<file path="config.mk">
export PLATFORM = sky130hd
export DESIGN_NAME = aging_pattern_gen
export DESIGN_NICKNAME = d
export VERILOG_FILES = /design/src/rtl/aging_pattern_gen_pkg.sv /design/src/rtl/aging_pattern_gen_timing.sv /design/src/rtl/aging_pattern_gen.sv
export SDC_FILE = /design/constraint.sdc
export NUM_CORES = 1
export LEC_CHECK = 0
export CAP_MARGIN = 25
export CORE_UTILIZATION = 40
export DETAILED_ROUTE_END_ITERATION = 8
export GPL_TIMING_DRIVEN = 0
export HOLD_SLACK_MARGIN = 0.06
export MAX_ROUTING_LAYER = met4
export PLACE_DENSITY = 0.58
export SYNTH_ARGS = -nofsm -noshare
export SYNTH_HDL_FRONTEND = slang
export SYNTH_SLANG_ARGS = --single-unit
export TNS_END_PERCENT = 10
</file>
<file path="constraint.sdc">
create_clock -name clk -period 2.8 [get_ports clk]
set_clock_uncertainty 0.05 [all_clocks]
set_input_delay 0.56 -clock clk [delete_from_list [all_inputs] [get_ports clk]]
set_output_delay 0.56 -clock clk [all_outputs]
set_load 0.05 [all_outputs]
</file>
<file path="src/rtl/aging_pattern_gen_pkg.sv">
`default_nettype none
// ============================================================================
// Module      : aging_pattern_gen_pkg
// Description : Shared definitions for the aging/burn-in pattern source:
//               pixel-bus bit positions, pattern codes, bar colours and
//               the control FSM state encoding.
// Revision    : 1.0 - initial release
// ============================================================================
package aging_pattern_gen_pkg;

    // Pixel bus layout {VS,HS,DE,R,G,B}; the colour-space converter uses the same map
    localparam int c_DP_W     = 27;
    localparam int c_DP_VS    = 26;
    localparam int c_DP_HS    = 25;
    localparam int c_DP_DE    = 24;
    localparam int c_DP_R_LSB = 16;
    localparam int c_DP_G_LSB = 8;
    localparam int c_DP_B_LSB = 0;

    // Pattern codes
    localparam logic [2:0] c_PAT_BLACK   = 3'd0;
    localparam logic [2:0] c_PAT_WHITE   = 3'd1;
    localparam logic [2:0] c_PAT_RED     = 3'd2;
    localparam logic [2:0] c_PAT_GREEN   = 3'd3;
    localparam logic [2:0] c_PAT_BLUE    = 3'd4;
    localparam logic [2:0] c_PAT_BARS    = 3'd5;
    localparam logic [2:0] c_PAT_RAMP    = 3'd6;
    localparam logic [2:0] c_PAT_CHECKER = 3'd7;

    // Colour constants, 24-bit {R,G,B}
    localparam logic [23:0] c_RGB_WHITE   = 24'hFFFFFF;
    localparam logic [23:0] c_RGB_YELLOW  = 24'hFFFF00;
    localparam logic [23:0] c_RGB_CYAN    = 24'h00FFFF;
    localparam logic [23:0] c_RGB_GREEN   = 24'h00FF00;
    localparam logic [23:0] c_RGB_MAGENTA = 24'hFF00FF;
    localparam logic [23:0] c_RGB_RED     = 24'hFF0000;
    localparam logic [23:0] c_RGB_BLUE    = 24'h0000FF;
    localparam logic [23:0] c_RGB_BLACK   = 24'h000000;

    // Control FSM states
    typedef enum logic [1:0] {
        ST_IDLE  = 2'd0,
        ST_RUN   = 2'd1,
        ST_DRAIN = 2'd2
    } state_t;

    // Colour of each of the eight bars, left to right: W,Y,C,G,M,R,B,K
    function automatic logic [23:0] bar_colour(input logic [2:0] idx);
        logic [23:0] rgb;
        case (idx)
            3'd0:    rgb = c_RGB_WHITE;
            3'd1:    rgb = c_RGB_YELLOW;
            3'd2:    rgb = c_RGB_CYAN;
            3'd3:    rgb = c_RGB_GREEN;
            3'd4:    rgb = c_RGB_MAGENTA;
            3'd5:    rgb = c_RGB_RED;
            3'd6:    rgb = c_RGB_BLUE;
            default: rgb = c_RGB_BLACK;
        endcase
        return rgb;
    endfunction

endpackage
`default_nettype wire

</file>
<file path="src/rtl/aging_pattern_gen_timing.sv">
`default_nettype none
// ============================================================================
// Module      : video_timing_gen
// Description : Raster counters for the aging pattern source. Produces
//               h/v position, DE/HS/VS (combinational from the counters)
//               and end-of-line / end-of-frame strobes. Counters run only
//               while i_active is high and sit at (0,0) otherwise.
// Revision    : 1.0 - initial release
// ============================================================================
module video_timing_gen #(
    parameter int H_ACTIVE = 640,
    parameter int H_FP     = 16,
    parameter int H_SYNC   = 96,
    parameter int H_BP     = 48,
    parameter int V_ACTIVE = 480,
    parameter int V_FP     = 10,
    parameter int V_SYNC   = 2,
    parameter int V_BP     = 33,
    parameter int H_CNT_W  = $clog2(H_ACTIVE + H_FP + H_SYNC + H_BP),
    parameter int V_CNT_W  = $clog2(V_ACTIVE + V_FP + V_SYNC + V_BP)
) (
    input  logic               clk,
    input  logic               rst,
    input  logic               i_active,
    output logic [H_CNT_W-1:0] o_h_cnt,
    output logic [V_CNT_W-1:0] o_v_cnt,
    output logic               o_de,
    output logic               o_hs,
    output logic               o_vs,
    output logic               o_eol,
    output logic               o_eof
);

    localparam int c_H_TOTAL = H_ACTIVE + H_FP + H_SYNC + H_BP;
    localparam int c_V_TOTAL = V_ACTIVE + V_FP + V_SYNC + V_BP;

    localparam logic [H_CNT_W-1:0] c_H_LAST     = H_CNT_W'(c_H_TOTAL - 1);
    localparam logic [H_CNT_W-1:0] c_H_ACT      = H_CNT_W'(H_ACTIVE);
    localparam logic [H_CNT_W-1:0] c_HS_START   = H_CNT_W'(H_ACTIVE + H_FP);
    localparam logic [H_CNT_W-1:0] c_HS_END     = H_CNT_W'(H_ACTIVE + H_FP + H_SYNC);
    localparam logic [V_CNT_W-1:0] c_V_LAST     = V_CNT_W'(c_V_TOTAL - 1);
    localparam logic [V_CNT_W-1:0] c_V_ACT      = V_CNT_W'(V_ACTIVE);
    localparam logic [V_CNT_W-1:0] c_VS_START   = V_CNT_W'(V_ACTIVE + V_FP);
    localparam logic [V_CNT_W-1:0] c_VS_END     = V_CNT_W'(V_ACTIVE + V_FP + V_SYNC);

    logic [H_CNT_W-1:0] r_h_cnt;
    logic [V_CNT_W-1:0] r_v_cnt;
    logic               w_eol;
    logic               w_eof;

    assign w_eol = (r_h_cnt == c_H_LAST);
    assign w_eof = w_eol && (r_v_cnt == c_V_LAST);

    // Raster counters: h wraps every line, v steps on each h wrap
    always_ff @(posedge clk) begin
        if (rst || !i_active) begin
            r_h_cnt <= '0;
            r_v_cnt <= '0;
        end else if (w_eol) begin
            r_h_cnt <= '0;
            r_v_cnt <= (r_v_cnt == c_V_LAST) ? '0 : r_v_cnt + 1'b1;
        end else begin
            r_h_cnt <= r_h_cnt + 1'b1;
        end
    end

    assign o_h_cnt = r_h_cnt;
    assign o_v_cnt = r_v_cnt;
    assign o_de    = (r_h_cnt < c_H_ACT) && (r_v_cnt < c_V_ACT);
    assign o_hs    = (r_h_cnt >= c_HS_START) && (r_h_cnt < c_HS_END);
    assign o_vs    = (r_v_cnt >= c_VS_START) && (r_v_cnt < c_VS_END);
    assign o_eol   = w_eol;
    assign o_eof   = w_eof;

endmodule
`default_nettype wire

</file>
<file path="src/rtl/aging_pattern_gen.sv">
`default_nettype none
// ============================================================================
// Module      : aging_pattern_gen
// Description : Pixel source for the colour-space converter. Generates
//               raster timing and one of eight aging/burn-in patterns,
//               optionally auto-cycling every FRAMES_PER_PAT frames.
//               Output bus DPo = {VS,HS,DE,R,G,B}, one cycle behind the
//               raster counters.
//               Optional build macro AGING_PATTERN_BORDER_EN: forces a
//               one-pixel white border around the active area.
// Revision    : 1.0 - initial release
// ============================================================================
module aging_pattern_gen #(
    parameter int H_ACTIVE       = 640,
    parameter int H_FP           = 16,
    parameter int H_SYNC         = 96,
    parameter int H_BP           = 48,
    parameter int V_ACTIVE       = 480,
    parameter int V_FP           = 10,
    parameter int V_SYNC         = 2,
    parameter int V_BP           = 33,
    parameter int FRAMES_PER_PAT = 60
) (
    input  logic        clk,
    input  logic        rst,
    input  logic        en,
    input  logic        auto_cycle,
    input  logic [2:0]  pat_sel,
    output logic [26:0] DPo,
    output logic        frame_start,
    output logic [2:0]  pat_cur
);

    import aging_pattern_gen_pkg::*;

    localparam int c_H_CNT_W = $clog2(H_ACTIVE + H_FP + H_SYNC + H_BP);
    localparam int c_V_CNT_W = $clog2(V_ACTIVE + V_FP + V_SYNC + V_BP);

    // Bar geometry: eight bars of H_ACTIVE/8, the last one takes the remainder
    localparam int c_BAR_W  = H_ACTIVE / 8;
    localparam int c_BAR_PW = (c_BAR_W > 1) ? $clog2(c_BAR_W) : 1;
    localparam logic [c_BAR_PW-1:0] c_BAR_LAST = c_BAR_PW'(c_BAR_W - 1);

    localparam int c_FC_W = (FRAMES_PER_PAT > 1) ? $clog2(FRAMES_PER_PAT) : 1;
    localparam logic [c_FC_W-1:0] c_FC_LAST = c_FC_W'(FRAMES_PER_PAT - 1);

    // ------------------------------------------------------------------
    // Raster timing
    // ------------------------------------------------------------------
    logic [c_H_CNT_W-1:0] w_h_cnt;
    logic [c_V_CNT_W-1:0] w_v_cnt;
    logic                 w_de;
    logic                 w_hs;
    logic                 w_vs;
    logic                 w_eol;
    logic                 w_eof;
    logic                 w_active;

    video_timing_gen #(
        .H_ACTIVE (H_ACTIVE),
        .H_FP     (H_FP),
        .H_SYNC   (H_SYNC),
        .H_BP     (H_BP),
        .V_ACTIVE (V_ACTIVE),
        .V_FP     (V_FP),
        .V_SYNC   (V_SYNC),
        .V_BP     (V_BP),
        .H_CNT_W  (c_H_CNT_W),
        .V_CNT_W  (c_V_CNT_W)
    ) u_timing (
        .clk      (clk),
        .rst      (rst),
        .i_active (w_active),
        .o_h_cnt  (w_h_cnt),
        .o_v_cnt  (w_v_cnt),
        .o_de     (w_de),
        .o_hs     (w_hs),
        .o_vs     (w_vs),
        .o_eol    (w_eol),
        .o_eof    (w_eof)
    );

    // ------------------------------------------------------------------
    // Control FSM
    // ------------------------------------------------------------------
    state_t r_state;
    state_t w_state_nxt;
    logic   w_start;   // IDLE->RUN: counters begin at (0,0) next cycle
    logic   w_wrap;    // frame wraps to (0,0) and another frame follows

    // State register
    always_ff @(posedge clk) begin
        if (rst) begin
            r_state <= ST_IDLE;
        end else begin
            r_state <= w_state_nxt;
        end
    end

    // Next state; a frame in progress always completes before IDLE
    always_comb begin
        w_state_nxt = r_state;
        w_start     = 1'b0;
        w_wrap      = 1'b0;
        case (r_state)
            ST_IDLE: begin
                if (en) begin
                    w_state_nxt = ST_RUN;
                    w_start     = 1'b1;
                end
            end
            ST_RUN: begin
                w_wrap = w_eof;
                if (!en) begin
                    w_state_nxt = ST_DRAIN;
                end
            end
            ST_DRAIN: begin
                if (en) begin
                    w_state_nxt = ST_RUN;
                    w_wrap      = w_eof;
                end else if (w_eof) begin
                    w_state_nxt = ST_IDLE;
                end
            end
            default: begin
                w_state_nxt = ST_IDLE;
            end
        endcase
    end

    assign w_active = (r_state != ST_IDLE);

    // ------------------------------------------------------------------
    // Pattern latch and auto-cycle
    // ------------------------------------------------------------------
    logic [2:0]        r_pat;         // pattern for the frame at the counters
    logic [c_FC_W-1:0] r_frame_cnt;
    logic              r_auto_armed;  // auto-cycle was on for the frame just ended

    // Pattern only changes where a new frame begins; the first frame after
    // auto_cycle rises re-arms the frame count instead of stepping
    always_ff @(posedge clk) begin
        if (rst) begin
            r_pat        <= c_PAT_BLACK;
            r_frame_cnt  <= '0;
            r_auto_armed <= 1'b0;
        end else if (w_start) begin
            r_pat        <= auto_cycle ? r_pat : pat_sel;
            r_frame_cnt  <= '0;
            r_auto_armed <= auto_cycle;
        end else if (w_wrap) begin
            if (!auto_cycle) begin
                r_pat        <= pat_sel;
                r_frame_cnt  <= '0;
                r_auto_armed <= 1'b0;
            end else if (!r_auto_armed) begin
                r_frame_cnt  <= '0;
                r_auto_armed <= 1'b1;
            end else if (r_frame_cnt == c_FC_LAST) begin
                r_frame_cnt <= '0;
                r_pat       <= r_pat + 3'd1;
            end else begin
                r_frame_cnt <= r_frame_cnt + 1'b1;
            end
        end
    end

    // ------------------------------------------------------------------
    // Colour-bar position tracker (replaces an x / bar-width divide)
    // ------------------------------------------------------------------
    logic [2:0]          r_bar_idx;
    logic [c_BAR_PW-1:0] r_bar_pos;

    // Follows h_cnt: restarts with each line, bar 7 holds to line end
    always_ff @(posedge clk) begin
        if (rst || !w_active || w_eol) begin
            r_bar_idx <= 3'd0;
            r_bar_pos <= '0;
        end else if (r_bar_idx != 3'd7) begin
            if (r_bar_pos == c_BAR_LAST) begin
                r_bar_pos <= '0;
                r_bar_idx <= r_bar_idx + 3'd1;
            end else begin
                r_bar_pos <= r_bar_pos + 1'b1;
            end
        end
    end

    // ------------------------------------------------------------------
    // Pixel mux
    // ------------------------------------------------------------------
    logic [7:0]  w_x8;
    logic        w_chk;
    logic [23:0] w_rgb;

    assign w_x8  = 8'(w_h_cnt);
    assign w_chk = 1'(w_h_cnt >> 5) ^ 1'(w_v_cnt >> 5);

`ifdef AGING_PATTERN_BORDER_EN
    localparam logic [c_H_CNT_W-1:0] c_X_LAST = c_H_CNT_W'(H_ACTIVE - 1);
    localparam logic [c_V_CNT_W-1:0] c_Y_LAST = c_V_CNT_W'(V_ACTIVE - 1);
    logic w_border;
    assign w_border = (w_h_cnt == '0) || (w_h_cnt == c_X_LAST) ||
                      (w_v_cnt == '0) || (w_v_cnt == c_Y_LAST);
`endif

    // Select pattern colour; blanking always carries black
    always_comb begin
        w_rgb = c_RGB_BLACK;
        case (r_pat)
            c_PAT_BLACK:   w_rgb = c_RGB_BLACK;
            c_PAT_WHITE:   w_rgb = c_RGB_WHITE;
            c_PAT_RED:     w_rgb = c_RGB_RED;
            c_PAT_GREEN:   w_rgb = c_RGB_GREEN;
            c_PAT_BLUE:    w_rgb = c_RGB_BLUE;
            c_PAT_BARS:    w_rgb = bar_colour(r_bar_idx);
            c_PAT_RAMP:    w_rgb = {w_x8, w_x8, w_x8};
            c_PAT_CHECKER: w_rgb = w_chk ? c_RGB_WHITE : c_RGB_BLACK;
            default:       w_rgb = c_RGB_BLACK;
        endcase
`ifdef AGING_PATTERN_BORDER_EN
        if (w_border) begin
            w_rgb = c_RGB_WHITE;
        end
`endif
        if (!w_de) begin
            w_rgb = c_RGB_BLACK;
        end
    end

    // ------------------------------------------------------------------
    // Output register
    // ------------------------------------------------------------------
    logic [c_DP_W-1:0] r_dpo;
    logic              r_frame_start;
    logic [2:0]        r_pat_cur;

    // Register the pixel; pat_cur trails r_pat so it changes with frame_start
    always_ff @(posedge clk) begin
        if (rst) begin
            r_dpo         <= '0;
            r_frame_start <= 1'b0;
            r_pat_cur     <= c_PAT_BLACK;
        end else begin
            r_dpo         <= w_active ? {w_vs, w_hs, w_de, w_rgb} : '0;
            r_frame_start <= w_active && (w_h_cnt == '0) && (w_v_cnt == '0);
            r_pat_cur     <= r_pat;
        end
    end

    assign DPo         = r_dpo;
    assign frame_start = r_frame_start;
    assign pat_cur     = r_pat_cur;

endmodule
`default_nettype wire

</file>
* Word-level counts from Yosys, hierarchy flattened
Index checks and enable logic that the tools add are counted.
** Storage, ports and cells
- Flip-flop bits (word level) :: 73
- Output and inout port bits :: 31
- Logic and storage cells :: 102
** Operators by class
- Magnitude comparators :: 6
- Bitwise operators :: 3
- Mux-type cells :: 26
- Equal/unequal tests :: 26
- Reduce and logical (&&, ||, !) cells :: 23
- $add $sub $neg :: 6
** Operator list (count)
- 24-bit one-hot mux with 8 select lines :: 1
- 24-bit one-hot mux with 7 select lines :: 1
- 24-bit 2-to-1 mux :: 1
- 3-bit equality test, second input constant :: 7
- 10-bit by 1-bit adder with 10-bit output, second input constant :: 2
- 10-bit equality test, second input constant :: 2
- 10-bit logical NOT :: 2
- 10-bit less-than comparator, second input constant :: 2
- 10-bit by 9-bit less-than comparator with 1-bit output, second input constant :: 2
- 3-bit 2-to-1 mux :: 6
- 6-bit 2-to-1 mux :: 3
- 3-bit by 2-bit equality test with 1-bit output, second input constant :: 4
- 10-bit greater-or-equal comparator, second input constant :: 1
- 10-bit by 9-bit greater-or-equal comparator with 1-bit output, second input constant :: 1
- 10-bit 2-to-1 mux :: 1
- 2-bit 2-to-1 mux :: 4
- 7-bit by 1-bit adder with 7-bit output, second input constant :: 1
- 7-bit equality test, second input constant :: 1
- 7-bit 2-to-1 mux :: 1
- 3-bit by 1-bit adder with 3-bit output, second input constant :: 2
- 6-bit by 1-bit adder with 6-bit output, second input constant :: 1
- 3-bit by 1-bit equality test with 1-bit output, second input constant :: 2
- 6-bit equality test, second input constant :: 1
- 1-bit logical AND :: 6
- other kinds (20) :: 35

* Longest topological paths before layout
Gate-level depths: netlist of the first run.
- Depth after elaboration :: 6
- Mapped depth :: 8
- Depth with buffers taken out :: 7

* Cells and area by module
Synthesis of the first run repeated with hierarchy kept, for this count alone.
** Unflattened totals
- Cells, all modules :: 367
- Area, all modules :: 3347.0 µm²
** Modules (own cells, without submodules)
- aging_pattern_gen :: times used 1, cells an instance 247, area each 2302.2 µm²
- video_timing_gen :: times used 1, cells an instance 120, area each 1044.8 µm²

* Least setup slack after synthesis of the first run
No wires, ideal clock.
- Path kind :: reg2reg
- Start point :: reg u_timing.r_h_cnt[5] (netlist: u_timing.o_h_cnt[5])
- End point :: reg r_frame_cnt[4]
- Library setup time :: 0.070 ns
- Path slack :: 0.699 ns
- Stages on the path, launching flop included :: 8
- Data required time :: 2.680 ns
- Buffers on the path :: 2
- Clock period less this slack :: 2.101 ns
- Arrival :: 1.981 ns
- Cells stage by stage :: dfxtp_1 -> buf_2 -> or4b_4 -> nor3_4 -> nand2_2 -> buf_6 -> or4_1 -> a21oi_1
** Between the ends
- Word-level cells in the longest chain between the ends :: 4
** Ends and longest elaborated chain
- start: declaration :: line aging_pattern_gen_timing.sv:46 : logic [H_CNT_W-1:0] r_h_cnt;
- start signal: assignment :: line aging_pattern_gen_timing.sv:63 : r_h_cnt <= r_h_cnt + 1'b1;
- 10-bit equality test (*) :: line aging_pattern_gen_timing.sv:51 : assign w_eol = (r_h_cnt == c_H_LAST);
- 1-bit logical AND (*) :: line aging_pattern_gen_timing.sv:52 : assign w_eof = w_eol && (r_v_cnt == c_V_LAST);
- 1-bit 2-to-1 mux :: line aging_pattern_gen.sv:119 : if (en) begin
- 1-bit one-hot mux with 2 select lines (*) :: line aging_pattern_gen.sv:105 : case (r_state)
- end signal: assignment :: line aging_pattern_gen.sv:164 : r_frame_cnt <= r_frame_cnt + 1'b1;
- end: declaration :: line aging_pattern_gen.sv:138 : logic [c_FC_W-1:0] r_frame_cnt;
Mark *: on every way between the ends. The rest lies on a longest branch, timed or not.
A chain may end at the register's enable or synchronous reset.

* Worst setup path in the final report of the first run
- Start point :: reg r_state[0]
- End point :: reg r_dpo[9] (netlist: DPo[9])
** Between the ends
- Word-level cells in the longest chain between the ends :: 3
** Ends and longest elaborated chain
- start: declaration :: line aging_pattern_gen.sv:86 : state_t r_state;
- start signal: assignment :: line aging_pattern_gen.sv:96 : r_state <= w_state_nxt;
- 2-bit nonzero test :: line aging_pattern_gen.sv:132 : assign w_active = (r_state != ST_IDLE);
- 1-bit NOT (no line)
- 3-bit OR reduction (no line)
- end signal: assignment :: line aging_pattern_gen.sv:246 : r_dpo <= w_active ? {w_vs, w_hs, w_de, w_rgb} : '0;
- end: declaration :: line aging_pattern_gen.sv:235 : logic [c_DP_W-1:0] r_dpo;
No other way between the ends.

==> flow_metrics.py, run 1 <==
metrics = {
    "status": {
        "outcome": "complete, no violations",
    },
    "synth": {
        "ys_seq_elements": 73,
        "post_synth_num_cell_types": 46,
        "total_nets_after_synthesis": 384,
        "synth_enable_flop_cells": 0,
        "syn_area_per_cell_um2": 9.04,
        "synth_sequential_area_ratio_pct": 45.5,
        "ys_dominant_reg_cell": "sky130_fd_sc_hd__dfxtp_1",
        "mappedNetlistArea_um2": 3210,
        "postSynth.asyncResetShare_pct": 0,
        "post_synth_inst_count": 355,
        "ys.warnings.count": 0,
    },
    "sta": {
        "max_freq_mhz": 397,
        "finalSetupViolCount": 0,
        "post-route-min-period_ns": 2.52,
        "drv_slew": 0,
        "rsz_0062_raised_after_global_routing": "false",
        "worst_slack_ns": 0.280,
        "final_hold_viol_count": 0,
        "timing.slew.headroom_pct": 51.9,
        "timing.hold.ws_ns": 0.434,
        "max_slew.worst_pin.slew_ns": 0.721,
        "fin_crit_sh_pct": 90.0,
    },
    "placed_design": {
        "dpl.hpwl_um": 4660,
        "place.gp.congestion": 0.754,
        "dpl-instance-area_um2": 3710,
        "portBuffers": 37,
        "pre_cts_worst_setup_slack_ns": -0.530,
    },
    "pwr": {
        "p_seq_share_pct": 53.8,
        "p_leak_nw": 1.41,
        "power-per-cell-area_nw_per_um2": 511,
        "total_switching_power_mw": 0.547,
        "clock_power_share_pct": 37.1,
        "power.share.combinational_pct": 9.1,
        "switching_share_pct": 27.5,
        "p_int_mw": 1.44,
        "power.ir.vdd_worst_v": 0.000251,
    },
    "cts": {
        "clock_tree_from_tritoncts": "done",
        "post-cts-setup-buffer-count": 0,
        "numClockSinks": 73,
        "total_clock_buffers_created_by_cts": 9,
        "clkLatencyLatePin_ns": 0.35,
        "cts_max_path_buffers": 2,
        "clk_root_buffer_cell": "sky130_fd_sc_hd__clkbuf_8",
        "cts-resized-gates": 2,
        "clock_tree.htree_level_count": 3,
        "cts-hold-fix-buffers": 0,
        "clk_pin_slew_worst_paths_ns": 0.08,
    },
    "worst_setup_path": {
        "timing.critical_path.mode_cell": "sky130_fd_sc_hd__clkbuf_1",
        "r2r-end": "DPo[9]",
        "cpMaxStageDelayCell": "sky130_fd_sc_hd__a2111oi_2",
        "r2r_cells": 8,
        "timing.reg2reg.setup_slack_ns": 0.28,
        "worst_path_largest_cell_delay_ns": 0.49,
        "crit_chain": "inv_1 > ha_1 > or2_1 > clkbuf_1 > a2111oi_2 > o31ai_1 > clkbuf_1 > a21oi_1",
        "worst_r2r_startpoint": "r_state[0]",
        "worstPathRequired_ns": 3.03,
        "timing.critical_path.from_type": "register",
        "cp_data_arrival_time_ns": 2.75,
        "path_max_fanout": 10,
        "critPathCaptureType": "register",
        "criticalPathCategory": "register to register",
    },
    "global_routing": {
        "antenna_found_initial": 0,
        "grt_max_degree": 14,
        "gr-usage-all-layers_pct": 17.4,
        "global_route_total_overflow": 0,
        "number_of_global_route_vias_before_repair": 2454,
        "grt_first_pass_wirelength_um": 11100,
    },
    "floorplan": {
        "dieArea_um2": 8390,
        "floorplan.initialDensity_pct": 41.5,
        "dieWidth_um": 91.6,
        "placeableCoreArea_um2": 7730,
        "io-pin-count": 38,
        "placementRows": 32,
        "die_h_um": 91.6,
    },
    "hold_path": {
        "holdPathEnd": "r_frame_cnt[1]",
        "hold_start": "r_frame_cnt[1]",
        "timing.hold.worst_path_depth": 2,
        "hold_class": "register to register",
    },
    "finish": {
        "layout_cell_share_with_drive_strength_beyond_1_pct": 6.13,
        "final_nets": 432,
        "layout.cell_area.non_filler_um2": 3880,
        "syn_to_final_growth_pct": 21.1,
        "final_common_cell": "sky130_fd_sc_hd__dfxtp_1",
        "final_cell_mix": "73 x sky130_fd_sc_hd__dfxtp_1, 45 x sky130_fd_sc_hd__a21oi_1, 38 x sky130_fd_sc_hd__nor2_1, 37 x sky130_fd_sc_hd__clkdlybuf4s50_1, 22 x sky130_fd_sc_hd__ha_1",
        "n_antenna_cell": 0,
    },
    "detailed_routing": {
        "drt_first_iter_violations": 92,
        "drt-vias-per-instance": 4.98,
        "drt-pass1-iter-count": 4,
        "avgRoutedWirePerCell_um": 12.8,
        "dr_total_vias": 2539,
        "route.final.wire_length_um": 6520,
        "drt.antenna.violating_nets": 0,
        "remaining_drc_errors": 0,
    },
    "job": {
        "maxCapViolations": 0,
    },
}
==> how the worst max path moves through the flow <==
stage	startpoint	slack (ns)	endpoint	cells after the start
2_1_floorplan	u_timing.o_h_cnt[5]	0.70	r_frame_cnt[4]	7
3_3_place_gp	rst	-0.53	DPo[8]	7
3_5_place_dp	rst	-0.53	DPo[13]	7
4_1_cts	r_state[0]	0.25	DPo[13]	8
5_1_grt	en	0.08	r_frame_cnt[4]	7
6_report	r_state[0]	0.28	DPo[9]	8
==> synth_stat cells, drive strengths merged (3+ instances only) <==
library cell / count / area share, %
clkbuf: 6 / 0.70
and2: 5 / 0.97
nor2: 38 / 4.4
nand4: 8 / 1.6
nor3: 8 / 1.6
mux2i: 5 / 1.6
nand3: 7 / 1.1
xnor2: 6 / 1.6
or3: 7 / 1.4
buf: 6 / 1.1
xor2: 16 / 4.4
nand2b: 5 / 0.97
or4: 4 / 0.94
and3: 7 / 1.4
o21ai: 11 / 1.7
or2: 3 / 0.58
nand2: 20 / 2.4
inv: 20 / 2.3
nor2b: 4 / 0.78
dfxtp: 73 / 46
nor4: 3 / 0.58
ha: 22 / 8.6
a21oi: 45 / 7.0
a211oi: 4 / 0.94
==> worst max-delay path: cells and delay by family, from the launching register on <==
| family | cells | cell delay, ns |
|---|---|---|
| compound gates | 3 | 0.95 |
| buf+inv | 3 | 0.56 |
| flops | 1 | 0.37 |
| fa+ha+maj | 1 | 0.28 |
| simple gates | 1 | 0.24 |
==> sequential cells by signal, indices dropped and copies added, names as in the netlist, 2 cells and up <==
register          flops
r_bar_idx             3
u_timing.o_h_cnt     10
r_state               2
DPo                  27
r_frame_cnt           6
r_bar_pos             7
r_pat                 3
pat_cur               3
u_timing.o_v_cnt     10
==> per-stage QoR <==
step | total power [mW] | setup TNS (ns) | util (%) | instances
after global routing | 2.07 | 0 | 50.3 | 510
after floorplan | 1.21 | 0 | - | 355
final | 1.99 | 0 | 50.3 | 510
after CTS | 2.00 | 0 | 50.3 | 510
after detailed placement | 1.27 | -11.14 | 48.0 | 494
after global placement | 1.27 | -11.13 | 48.0 | 494
==> routing by layer <==
metal	vias up	track usage [%]	share of wire, %
li1	1335	-	-
met1	1164	21.5	50
met2	31	27.0	46
met3	9	3.52	2.9
met4	0	8.33	1.8
met5	-	-	0
==> power groups by stage <==
stage          Combinational, mW  Sequential (mW)  Clock (mW)
2_1_floorplan             0.0937             1.12           0
3_3_place_gp               0.177             1.09           0
3_5_place_dp               0.179             1.09           0
4_1_cts                    0.181             1.07       0.753
5_1_grt                    0.200             1.07       0.797
6_report                   0.181             1.07       0.736
==> logic make-up after synthesis <==
kind of cell / after synthesis / synth area share, %
flip-flops: 73 / 45.5
XOR/XNOR: 22 / 6.00
buffers and inverters: 32 / 4.09
AND/OR/NAND/NOR: 125 / 20.6
adder cells (fa/ha/maj): 22 / 8.58
AO/OA/AOI/OAI: 76 / 13.6
multiplexers: 5 / 1.56
==> cell type report <==
cell class / count / area, um^2
clock inverter: 6 / 43.8
inverter: 20 / 75.1
fill: 733 / 3840
multi-input combinational: 250 / 1620
timing repair buffer: 37 / 370
buffer: 12 / 56.3
sequential: 73 / 1460
tap: 102 / 128
clock buffer: 10 / 128
No activity file was read; power rests on OpenSTA's default activity.
==> run 2: changes to the inputs <==
SLEW_MARGIN = 20   (was default)
==> results of run 2 <==
The final DEF is identical to that of run 1; final timing and power are the same.
==> run 3: changes to the inputs <==
ABC_CLOCK_PERIOD_IN_PS = 2800   (was default)
==> results of run 3 <==
The final DEF is identical to that of run 1; final timing and power are the same.
